==> src/rtl/mat_inv_sched.sv <==
// mat_inv_sched: sequences the LU engine, then the triangular inverter on U and on L.
// Owns the shared row-read port and reports done, timeout error and read conflicts.
module mat_inv_sched #(
  parameter int SIZE        = 32,
  parameter int START_CYC   = 2,
  parameter int FLUSH_CYC   = 4,
  parameter int TIMEOUT_CYC = 200000,
  localparam int AW         = $clog2(SIZE)
) (
  input  logic          clk_i,
  input  logic          rst_i,
  input  logic          start_i,
  input  logic          abort_i,
  output logic          busy_o,
  output logic          done_o,
  output logic          err_o,
  output logic [1:0]    err_phase_o,
  output logic [1:0]    phase_o,
  output logic          lu_start_o,
  output logic          lu_flush_o,
  input  logic          lu_ready_i,
  output logic          inv_start_o,
  output logic          inv_flush_o,
  input  logic          inv_ready_i,
  input  logic          lu_rd_req_i,
  input  logic [AW-1:0] lu_rd_addr_i,
  input  logic          inv_rd_req_i,
  input  logic [AW-1:0] inv_rd_addr_i,
  output logic          mem_rd_en_o,
  output logic [AW-1:0] mem_rd_addr_o,
  output logic [1:0]    mem_bank_o,
  output logic          conflict_o
);

  localparam int CMAX = (START_CYC > FLUSH_CYC) ? START_CYC : FLUSH_CYC;
  localparam int CW   = $clog2(CMAX + 1);
  localparam int TW   = $clog2(TIMEOUT_CYC + 1);
  localparam logic [CW-1:0] START_LAST = CW'(START_CYC - 1);
  localparam logic [CW-1:0] FLUSH_LAST = CW'(FLUSH_CYC - 1);
  localparam logic [TW-1:0] TMO_LAST   = TW'(TIMEOUT_CYC - 1);

  typedef enum logic [3:0] {
    IDLE, LU_GO, LU_ACK, LU_RUN, U_GO, U_ACK, U_RUN,
    L_FLUSH, L_GO, L_ACK, L_RUN, DONE, ERR, ABORT
  } state_e;

  // Phase code doubles as the timeout window: L_FLUSH belongs to the LINV phase.
  function automatic logic [1:0] phaseOf(state_e s);
    case (s)
      LU_GO, LU_ACK, LU_RUN:       phaseOf = 2'd1;
      U_GO, U_ACK, U_RUN:          phaseOf = 2'd2;
      L_FLUSH, L_GO, L_ACK, L_RUN: phaseOf = 2'd3;
      default:                     phaseOf = 2'd0;
    endcase
  endfunction

  function automatic logic isIdle(state_e s);
    isIdle = (s == IDLE) || (s == DONE) || (s == ERR);
  endfunction

  state_e          state_q, state_d;
  logic [CW-1:0]   cnt_q, cnt_d;
  logic [TW-1:0]   tmoCnt_q, tmoCnt_d;
  logic            tmoAbort_q, tmoAbort_d;
  logic [1:0]      tmoPhase_q, tmoPhase_d;
  logic            conflict_q, conflict_d;
  logic            tmoHit;
  logic            startAcc;
  logic            nonOwnerReq;

  logic            busy_d, done_d, err_d, luStart_d, luFlush_d, invStart_d, invFlush_d;
  logic [1:0]      errPhase_d, phase_d;

  assign startAcc   = isIdle(state_q) && start_i;
  assign conflict_o = conflict_q;

  always_ff @(posedge clk_i) begin
    if (rst_i) begin
      state_q    <= IDLE;
      cnt_q      <= '0;
      tmoCnt_q   <= '0;
      tmoAbort_q <= 1'b0;
      tmoPhase_q <= 2'd0;
      conflict_q <= 1'b0;
    end else begin
      state_q    <= state_d;
      cnt_q      <= cnt_d;
      tmoCnt_q   <= tmoCnt_d;
      tmoAbort_q <= tmoAbort_d;
      tmoPhase_q <= tmoPhase_d;
      conflict_q <= conflict_d;
    end
  end

  // An engine that already dropped ready on the last GO cycle skips ACK.
  always_comb begin
    state_d = state_q;
    tmoHit  = 1'b0;
    case (state_q)
      IDLE, DONE, ERR: if (start_i) state_d = LU_GO;
      LU_GO:   if (cnt_q == START_LAST) state_d = lu_ready_i ? LU_ACK : LU_RUN;
      LU_ACK:  if (!lu_ready_i) state_d = LU_RUN;
      LU_RUN:  if (lu_ready_i) state_d = U_GO;
      U_GO:    if (cnt_q == START_LAST) state_d = inv_ready_i ? U_ACK : U_RUN;
      U_ACK:   if (!inv_ready_i) state_d = U_RUN;
      U_RUN:   if (inv_ready_i) state_d = L_FLUSH;
      L_FLUSH: if (cnt_q == FLUSH_LAST) state_d = L_GO;
      L_GO:    if (cnt_q == START_LAST) state_d = inv_ready_i ? L_ACK : L_RUN;
      L_ACK:   if (!inv_ready_i) state_d = L_RUN;
      L_RUN:   if (inv_ready_i) state_d = DONE;
      ABORT:   if (cnt_q == FLUSH_LAST) state_d = tmoAbort_q ? ERR : IDLE;
      default: state_d = IDLE;
    endcase
    if (phaseOf(state_q) != 2'd0) begin
      if (abort_i) begin
        state_d = ABORT;
      end else if (tmoCnt_q == TMO_LAST) begin
        state_d = ABORT;
        tmoHit  = 1'b1;
      end
    end
  end

  always_comb begin
    cnt_d = '0;
    if ((state_d == state_q) &&
        (state_q inside {LU_GO, U_GO, L_GO, L_FLUSH, ABORT}))
      cnt_d = cnt_q + 1'b1;

    tmoCnt_d = '0;
    if ((phaseOf(state_d) == phaseOf(state_q)) && (phaseOf(state_q) != 2'd0))
      tmoCnt_d = tmoCnt_q + 1'b1;

    tmoAbort_d = tmoAbort_q;
    tmoPhase_d = tmoPhase_q;
    if (startAcc) begin
      tmoAbort_d = 1'b0;
      tmoPhase_d = 2'd0;
    end else if (tmoHit) begin
      tmoAbort_d = 1'b1;
      tmoPhase_d = phaseOf(state_q);
    end

    conflict_d = startAcc ? 1'b0 : (conflict_q | nonOwnerReq);
  end

  // Outputs are decoded from the next state and registered so they line up with state_q.
  always_comb begin
    busy_d     = !isIdle(state_d);
    done_d     = (state_d == DONE) && (state_q != DONE);
    err_d      = (state_d == ERR);
    errPhase_d = (state_d == ERR) ? tmoPhase_q : 2'd0;
    phase_d    = phaseOf(state_d);
    luStart_d  = (state_d == LU_GO);
    invStart_d = (state_d == U_GO) || (state_d == L_GO);
    luFlush_d  = (state_d == ABORT);
    invFlush_d = (state_d == ABORT) || (state_d == L_FLUSH);
  end

  always_ff @(posedge clk_i) begin
    if (rst_i) begin
      busy_o      <= 1'b0;
      done_o      <= 1'b0;
      err_o       <= 1'b0;
      err_phase_o <= 2'd0;
      phase_o     <= 2'd0;
      lu_start_o  <= 1'b0;
      lu_flush_o  <= 1'b0;
      inv_start_o <= 1'b0;
      inv_flush_o <= 1'b0;
    end else begin
      busy_o      <= busy_d;
      done_o      <= done_d;
      err_o       <= err_d;
      err_phase_o <= errPhase_d;
      phase_o     <= phase_d;
      lu_start_o  <= luStart_d;
      lu_flush_o  <= luFlush_d;
      inv_start_o <= invStart_d;
      inv_flush_o <= invFlush_d;
    end
  end

  // Zero-latency read steering; during ABORT nobody owns the port, so any request conflicts.
  always_comb begin
    mem_rd_en_o   = 1'b0;
    mem_rd_addr_o = '0;
    mem_bank_o    = 2'd0;
    nonOwnerReq   = 1'b0;
    case (phaseOf(state_q))
      2'd1: begin
        mem_rd_en_o   = lu_rd_req_i;
        mem_rd_addr_o = lu_rd_addr_i;
        mem_bank_o    = 2'd0;
        nonOwnerReq   = inv_rd_req_i;
      end
      2'd2: begin
        mem_rd_en_o   = inv_rd_req_i;
        mem_rd_addr_o = inv_rd_addr_i;
        mem_bank_o    = 2'd1;
        nonOwnerReq   = lu_rd_req_i;
      end
      2'd3: begin
        mem_rd_en_o   = inv_rd_req_i;
        mem_rd_addr_o = inv_rd_addr_i;
        mem_bank_o    = 2'd2;
        nonOwnerReq   = lu_rd_req_i;
      end
      default: begin
        nonOwnerReq = !isIdle(state_q) && (lu_rd_req_i || inv_rd_req_i);
      end
    endcase
  end

endmodule

==> config.mk <==
export PLATFORM = sky130hd
export DESIGN_NAME = mat_inv_sched
export DESIGN_NICKNAME = d
export VERILOG_FILES = /design/src/rtl/mat_inv_sched.sv
export SDC_FILE = /design/constraint.sdc
export NUM_CORES = 1
export LEC_CHECK = 0
export ABC_AREA = 1
export CAP_MARGIN = 20
export CORE_ASPECT_RATIO = 0.5
export CORE_MARGIN = 2
export CORE_UTILIZATION = 46
export CTS_BUF_LIST = sky130_fd_sc_hd__clkbuf_16
export DETAILED_ROUTE_END_ITERATION = 10
export HOLD_SLACK_MARGIN = 0.15
export PLACE_DENSITY = 0.7
export SYNTH_ARGS = -nofsm -noshare
export SYNTH_HDL_FRONTEND = slang
export SYNTH_SLANG_ARGS = --single-unit
==> constraint.sdc <==
create_clock -name clk_i -period 5 [get_ports clk_i]
set_input_delay 1 -clock clk_i [delete_from_list [all_inputs] [get_ports clk_i]]
set_output_delay 1 -clock clk_i [all_outputs]
set_load 0.01 [all_outputs]
==> results_dict.tcl <==
set metrics [dict create \
    insertion_delay_ns 0.28 \
    fin_crit_sh 0.649 \
    synth.most_common_cell "nand2_1" \
    finalWeightedCongestion 0.898 \
    synth_common_cells "72 x nand2_1, 48 x nor2_1, 42 x dfxtp_1" \
    grt_max_degree 19 \
    ys_seq_area_frac 0.343 \
    p_leak_nw 1.28 \
    crit_family "buffers and inverters" \
    grt_pass1_wl_um 9180 \
    dr.pass1.iters 4 \
    synth.distinct_cells 33 \
    period_needed_ns 3.24 \
    vias_per_cell 4.86 \
    cts_tree "yes" \
    postCtsSetupRepairBufs 0 \
    synth_top_flop_cell "dfxtp_1" \
    drc 0 \
    synth_seq_cells 42 \
    setup_viol 0 \
    cts_made_buffers 5 \
    tightest_slew_ns 0.567 \
    rrSetupSlack_ns 2.54 \
    crit_buf_inv 3 \
    cts-hold-fix-buffers 0 \
    slew_viol_final 0 \
    finClkSkew_ns 0.00684 \
    syn_area_um2 2450 \
    critPathMaxFanout 2 \
    grt_remaining_overflow 0 \
    finalHoldViolations 0 \
    dieArea_um2 5960 \
    pwr_density_cell_nw_per_um2 507 \
    status "finished clean" \
    die_h_um 55.6 \
    antenna_found_initial 0 \
    ant_nets 0 \
    initial_core_util 0.488 \
    cpPeakStageDelay_ns 0.57 \
    syn_nets 365 \
    start_kind "input port" \
    async_reset_ff_frac 0 \
    cpMostUsedCell "clkdlybuf4s50_1" \
    fmax_mhz 308 \
    htreeDepth 2 \
    final_core_util 0.595 \
    synth_edf_count 0 \
    routed_wl_um 5290 \
    cts_sinks 42 \
    vias 2181 \
    core.rowCount 18 \
    clock-root-buffer "clkbuf_16" \
    worstPathArrival_ns 2.24 \
    tns_ns 0 \
    dieWidth_um 107 \
    yosysWarnings 0 \
    grt_usage 0.192 \
    cts-resized-gates 0 \
    synth.top_cell.area_share 0.343 \
    pin_count 38 \
    n_fill_cell 473 \
    drv_cap 0 \
    drive_gt1_frac 0.153 \
    nets 401 \
    wire_per_inst_um 11.8 \
    path_cells "clkdlybuf4s50_1 > inv_1 > o21ai_0 > clkdlybuf4s50_1" \
    synth_cells 342 \
    path_clk_slew_ns 0.06 \
    drtIter0Drc 78 \
    syn_to_final_growth_pct 22.0 \
    grt_pass1_vias 2033 \
    numPortBuffers 37 \
    antennaDiodeCount 0 \
    end_kind "output pin" \
    core_um2 5020 \
    netlist_top_cells_area "dfxtp_1 34%, nand2_1 11%, nor2_1 7.4%" \
    avgSynthCellArea_um2 7.17 \
    rsz0062_at_grt "false" \
    clockBufferDepth 2 \
    worstHoldPathType "reg2reg" \
    peakVddDrop_v 0.000235 \
    hpwl_um 4160 \
    cp_slowest_cell "clkdlybuf4s50_1" \
    yosysTopAreaCell "dfxtp_1" \
    slew-limit-headroom 0.619 \
    critPathKind "in2out" \
    worst-endpoint-required_ns 4.00 \
]
[per-layer routing]
| layer | part of all wire | GRT usage | vias up | wire (µm) |
|---|---|---|---|---|
| met2 | 0.49 | 0.326 | 33 | 2570 |
| met1 | 0.46 | 0.237 | 990 | 2420 |
| met5 | 0 | 0 | - | 0 |
| li1 | - | - | 1150 | - |
| met3 | 0.042 | 0.0539 | 8 | 222 |
| met4 | 0.014 | 0.0557 | 0 | 75 |
[cells in the final DEF, fill, tap and decap left out, types with 2 or more instances in the layout]
master / n
nor2_2: 9
nand3_1: 30
inv_1: 37
clkinv_2: 2
nor2_4: 12
nand3_2: 7
a31oi_1: 2
xor2_1: 10
a21oi_1: 5
clkbuf_16: 5
nand2_2: 7
nand2_1: 72
ha_1: 5
clkdlybuf4s50_1: 37
dfxtp_1: 42
inv_2: 9
nand4_1: 5
nand2_4: 2
xnor2_1: 8
o21ai_0: 6
nor2_1: 48
nor3_1: 8
[worst paths after layout]
| path | from | to | cells past startpoint |
|---|---|---|---|
| min | tmoPhase_q[1] | err_phase_o[1] | 2 |
| max reg2reg | tmoCnt_q[0] | tmoCnt_q[4] | 12 |
| max | inv_rd_req_i | mem_rd_en_o | 4 |
| min reg2reg | tmoPhase_q[1] | err_phase_o[1] | 2 |
[area by class of cell]
cell class / instances / area, µm² / share of cell area
flip-flops and latches: 42 / 841 / 0.281
inverters: 47 / 178 / 0.0594
multi-input cells: 245 / 1370 / 0.459
repair buffers: 37 / 370 / 0.124
well taps: 70 / 87.6 / 0.0293
clock inverters: 3 / 16.3 / 0.00544
clock buffers: 5 / 125 / 0.0418
[registers in the layout, summed over array words and instances, names as in the netlist, named ones only]
| signal | count |
|---|---|
| busy_o | 1 |
| cnt_q | 3 |
| conflict_o | 1 |
| done_o | 1 |
| err_o | 1 |
| err_phase_o | 2 |
| inv_flush_o | 1 |
| inv_start_o | 1 |
| lu_flush_o | 1 |
| lu_start_o | 1 |
| phase_o | 2 |
| state_q | 4 |
| tmoAbort_q | 1 |
| tmoCnt_q | 18 |
| tmoPhase_q | 2 |
[report_power, final]
group / internal (mW) / switching [mW]
Sequential: 0.387 / 0.0661
Combinational: 0.274 / 0.477
Clock: 0.182 / 0.130
[through the flow]
step	worst slack, ns	instances	hold WS, ns	power (mW)	cell area, µm²
6_report	1.76	449	0.428	1.52	2990
5_1_grt	1.72	449	0.439	1.64	2990
4_1_cts	1.75	449	0.428	1.53	2990
3_5_place_dp	1.75	441	0.418	1.21	2850
3_3_place_gp	1.80	441	0.416	1.19	2850
2_1_floorplan	2.70	342	0.405	1.01	2450
[cell families after synthesis]
logic type,after synthesis,share of synthesized area
and+or+nand+nor,203,0.422
AOI/OAI and AO/OA,19,0.0485
xor gates and xnor gates,18,0.0643
adders and majority gates,5,0.0255
buffers and inverters,55,0.0970
DFF,42,0.343
[worst min-delay path, stage by stage, from the launching register on]
cell	delay, ns
dfxtp_1	0.31
inv_1	0.05
nor2_1	0.03
(Power assumes the default switching activity.)
